<file path="config.mk">
export PLATFORM = sky130hd
export DESIGN_NAME = axi_stream_ready_gen
export DESIGN_NICKNAME = d
export VERILOG_FILES = /design/src/rtl/axi_stream_vid_pkg.sv /design/src/rtl/axi_stream_ready_gen.sv
export SDC_FILE = /design/constraint.sdc
export NUM_CORES = 1
export LEC_CHECK = 0
export CORE_AREA = 2 2 39 41
export DETAILED_ROUTE_END_ITERATION = 10
export DIE_AREA = 0 0 41 43
export GPL_TIMING_DRIVEN = 0
export PLACE_DENSITY = 0.6
export SYNTH_ARGS = -nofsm -noshare
export SYNTH_HDL_FRONTEND = slang
export SYNTH_SLANG_ARGS = --single-unit
</file>
<file path="constraint.sdc">
create_clock -name clk -period 1.4 [get_ports clk]
set_clock_uncertainty 0.2 [all_clocks]
set_input_delay 0.14 -clock clk [delete_from_list [all_inputs] [get_ports clk]]
set_output_delay 0.14 -clock clk [all_outputs]
set_load 0.01 [all_outputs]
</file>
<file path="src/rtl/axi_stream_vid_pkg.sv">
// Shared types and TDATA field layout for the video test-pattern stream
// and its downstream frame checker.
package axi_stream_vid_pkg;

    localparam int unsigned DIM_W       = 11;
    localparam int unsigned FLD_W       = 8;
    localparam int unsigned TD_LINE_LSB = 0;
    localparam int unsigned TD_PIX_LSB  = 8;
    localparam int unsigned TD_FRM_LSB  = 16;

    typedef enum logic [1:0] {
        IDLE     = 2'd0,
        WAIT_SOF = 2'd1,
        IN_FRAME = 2'd2
    } chk_state_e;

    typedef enum logic [1:0] {
        RDY_ALWAYS = 2'd0,
        RDY_3OF4   = 2'd1,
        RDY_LFSR   = 2'd2,
        RDY_NEVER  = 2'd3
    } tready_mode_e;

    // Saturating increment for pixel/line geometry counters.
    function automatic logic [DIM_W-1:0] dim_sat_inc(input logic [DIM_W-1:0] v);
        return (v == {DIM_W{1'b1}}) ? v : v + DIM_W'(1);
    endfunction

endpackage

</file>
<file path="src/rtl/axi_stream_ready_gen.sv">
// Registered TREADY pattern generator: always, 3-of-4, LFSR-random or never.
module axi_stream_ready_gen
    import axi_stream_vid_pkg::*;
#(
    parameter logic [15:0] LFSR_SEED = 16'hACE1
) (
    input  logic       clk,
    input  logic       rst_n,
    input  logic [1:0] mode_i,
    input  logic       active_i,
    output logic       tready_o
);

    logic [1:0]   phase_q, phase_d;
    logic [15:0]  lfsr_q, lfsr_d;
    logic         tready_q, tready_d;
    logic         fb_c;
    logic         rdy_c;
    tready_mode_e mode_c;

    always_comb begin
        mode_c   = tready_mode_e'(mode_i);
        phase_d  = phase_q + 2'd1;
        // Fibonacci taps 16,14,13,11
        fb_c     = lfsr_q[15] ^ lfsr_q[13] ^ lfsr_q[12] ^ lfsr_q[10];
        lfsr_d   = {lfsr_q[14:0], fb_c};
        rdy_c    = 1'b0;
        case (mode_c)
            RDY_ALWAYS: rdy_c = 1'b1;
            RDY_3OF4:   rdy_c = (phase_q != 2'd3);
            RDY_LFSR:   rdy_c = lfsr_q[0];
            RDY_NEVER:  rdy_c = 1'b0;
            default:    rdy_c = 1'b0;
        endcase
        tready_d = active_i & rdy_c;
    end

    always_ff @(posedge clk or negedge rst_n) begin
        if (!rst_n) begin
            phase_q  <= 2'd0;
            lfsr_q   <= LFSR_SEED;
            tready_q <= 1'b0;
        end else begin
            phase_q  <= phase_d;
            lfsr_q   <= lfsr_d;
            tready_q <= tready_d;
        end
    end

    assign tready_o = tready_q;

endmodule

</file>
==> results.toml <==
[logic_synthesis]
synthArstFlopShare_pct = 100
yosys-top-cells-count = "dfrtp_1 (11), dfstp_2 (8), xnor2_1 (2)"
synthesis.instances = 27
syn_area_um2 = 547
synth_edf_count = 0
synth_flop_cell = "dfrtp_1"
ys_types = 9
synth_top_area_cell = "dfrtp_1"
synth_top_area_share_pct = 50.3
yosysMostFrequentCell = "dfrtp_1"
avgSynthCellArea_um2 = 20.3
yosysSeqAreaShare_pct = 88.8
synth_warnings = 0
syn_nets = 33
ys_seq_elements = 19
synth.area.top_cells = "dfrtp_1 (50%), dfstp_2 (38%), xnor2_1 (3.2%)"

[floorplan]
ios = 6
num_rows = 14
die_h_um = 43
die_x_um = 41
core_um2 = 1380
start_util_pct = 39.5
die_area_um2 = 1760

[detailed_routing]
dr_wl_met2_um = 257
drc_errors = 0
drtAntennaViolNets = 0
drt_wl_total_um = 576
first_iter_violations = 0
firstDrtPassIters = 1
top_layer_used = "met4"
vias = 213
wl_met3_um = 35
vias_per_cell = 4.10
drt-met1-wl_um = 274
wl_per_cell_um = 11.1

[critical_path]
required_ns = 1.06
r2r-end = "lfsr_q[0]$_DFF_PN1_"
r2r-start = "lfsr_q[13]$_DFF_PN1_"
arrival_ns = 0.92
crit_type = "register to primary output"
critPathLaunchType = "register"
r2r_setup_slack_ns = 0.25
r2r_cells = 2
worstPathCellList = "dlygate4sd2_1"
path_buf_inv = 1
slowest_delay_ns = 0.36
end_kind = "primary output"
path_delay_family = "flip-flops"
slowest_stage = "dfrtp_1"
crit_fanout = 1

[clock_tree]
cts_setup_buffers = 0
insertion_delay_ns = 0.28
cts_sinks = 19
cts-htree-levels = 1
cts_tree = "yes"
ctsHoldBuffers = 0
cts_buffer_depth = 2
numCtsBuffers = 3
cts_root_buffer = "clkbuf_4"
path_clk_slew_ns = 0.09
cts_resized = 1

[flow_run]
maxCapViolCount = 0

[sta]
finalSetupViolations = 0
worstMarginPinSlew_ns = 0.744
post-route-period-util_pct = 89.7
rsz0062_at_grt = "no"
setup_tns_ns = 0
drv_slew = 0
finalHoldViolCount = 0
max_slew_margin_pct = 50.2
max_clock_freq_ghz = 0.796
fin_crit_ns = 1.26

[grt]
grt_pass1_vias = 232
grt_pass1_wl_um = 986
antenna_found_initial = 0
grt_usage_pct = 9.47
overflow = 0
grt_max_degree = 20

[cells_and_area]
ff_latch_area_um2 = 485
drive_above_1_share_pct = 33.3
multiInputGateArea_um2 = 57.6
nNetsFinal = 43
fin_area_um2 = 643
n_antenna_cell = 0
syn2layout_area_growth_pct = 17.6
nFillCells = 119

[power_and_ir_drop]
fin_total_pwr_mw = 0.827
peakVddDrop_uv = 721
power.density_nw_per_um2 = 1290
p_leak_nw = 0.307

[placed_design]
place_congestion = 0.626
dp_hpwl_um = 393
placed_area_um2 = 617
io_buffers = 5

[outcome]
status = "completed"

[min_path]
worstHoldPathType = "primary input to async pin"
==> worst max path at each step <==
| stage | startpoint | endpoint | slack (ns) | cells past startpoint |
|---|---|---|---|---|
| final | tready_o$_DFF_PN0_ | tready_o | 0.14 | 1 |
| after CTS | tready_o$_DFF_PN0_ | tready_o | 0.13 | 1 |
| after detailed placement | rst_n | lfsr_q[3]$_DFF_PN0_ | 0.08 | 1 |
| after global placement | rst_n | lfsr_q[2]$_DFF_PN0_ | 0.12 | 1 |
| after floorplan | lfsr_q[13]$_DFF_PN1_ | lfsr_q[0]$_DFF_PN1_ | 0.34 | 2 |
| after global routing | tready_o$_DFF_PN0_ | tready_o | 0.11 | 1 |
==> metal layers <==
metal / up-vias / GRT usage [%]
met2: 5 / 10.9
met3: 2 / 3.14
met5: - / 0
met4: 0 / 10.0
met1: 104 / 12.7
li1: 102 / -
==> registers in the layout, indices dropped and copies added (netlist names) <==
signal / flops
lfsr_q: 16
phase_q: 2
tready_o: 1
==> where the power goes <==
group | internal, mW | leakage, nW | switching (mW)
sequential | 0.551 | 0.231 | 0.000272
combinational | 0.0139 | 0.0582 | 0.0128
clock | 0.106 | 0.0177 | 0.143
total | 0.671 | 0.307 | 0.156
==> cell type report <==
class / instances / area share [%]
Tap cell: 16 / 3.11
Clock inverter: 1 / 0.778
Multi-Input combinational cell: 7 / 8.95
Sequential cell: 19 / 75.5
Timing Repair Buffer: 5 / 7.59
Clock buffer: 3 / 3.50
Inverter: 1 / 0.584
==> through the flow <==
| stage | std cells | setup slack (ns) | util [%] | hold WS (ns) |
|---|---|---|---|---|
| floorplan | 27 | 0.335 | - | -0.356 |
| global placement | 48 | 0.117 | 44.6 | 0.140 |
| detailed placement | 48 | 0.0758 | 44.6 | 0.136 |
| CTS | 52 | 0.132 | 46.5 | 0.108 |
| global route | 52 | 0.108 | 46.5 | 0.162 |
| finish | 52 | 0.144 | 46.5 | 0.0950 |
==> placed cells by master, fill, tap and decap left out <==
cell type and count:
clkdlybuf4s50_1 4, xnor2_1 2, clkinv_2 1, nor2b_1 1, inv_1 1, ha_1 1, o22ai_1 1, dlygate4sd2_1 1
clkbuf_4 3, and2_1 1, dfrtp_1 11, xor2_1 1, dfstp_2 8
==> kinds of logic after synthesis <==
logic type / after synthesis / share of synthesized area [%]
DFF: 19 / 88.8
xor gates and xnor gates: 3 / 4.81
and+or+nand+nor: 2 / 2.29
AOI/OAI and AO/OA: 1 / 1.14
buffers and inverters: 1 / 0.686
adders and majority gates: 1 / 2.29
No activity file was read; power rests on OpenSTA's default activity.
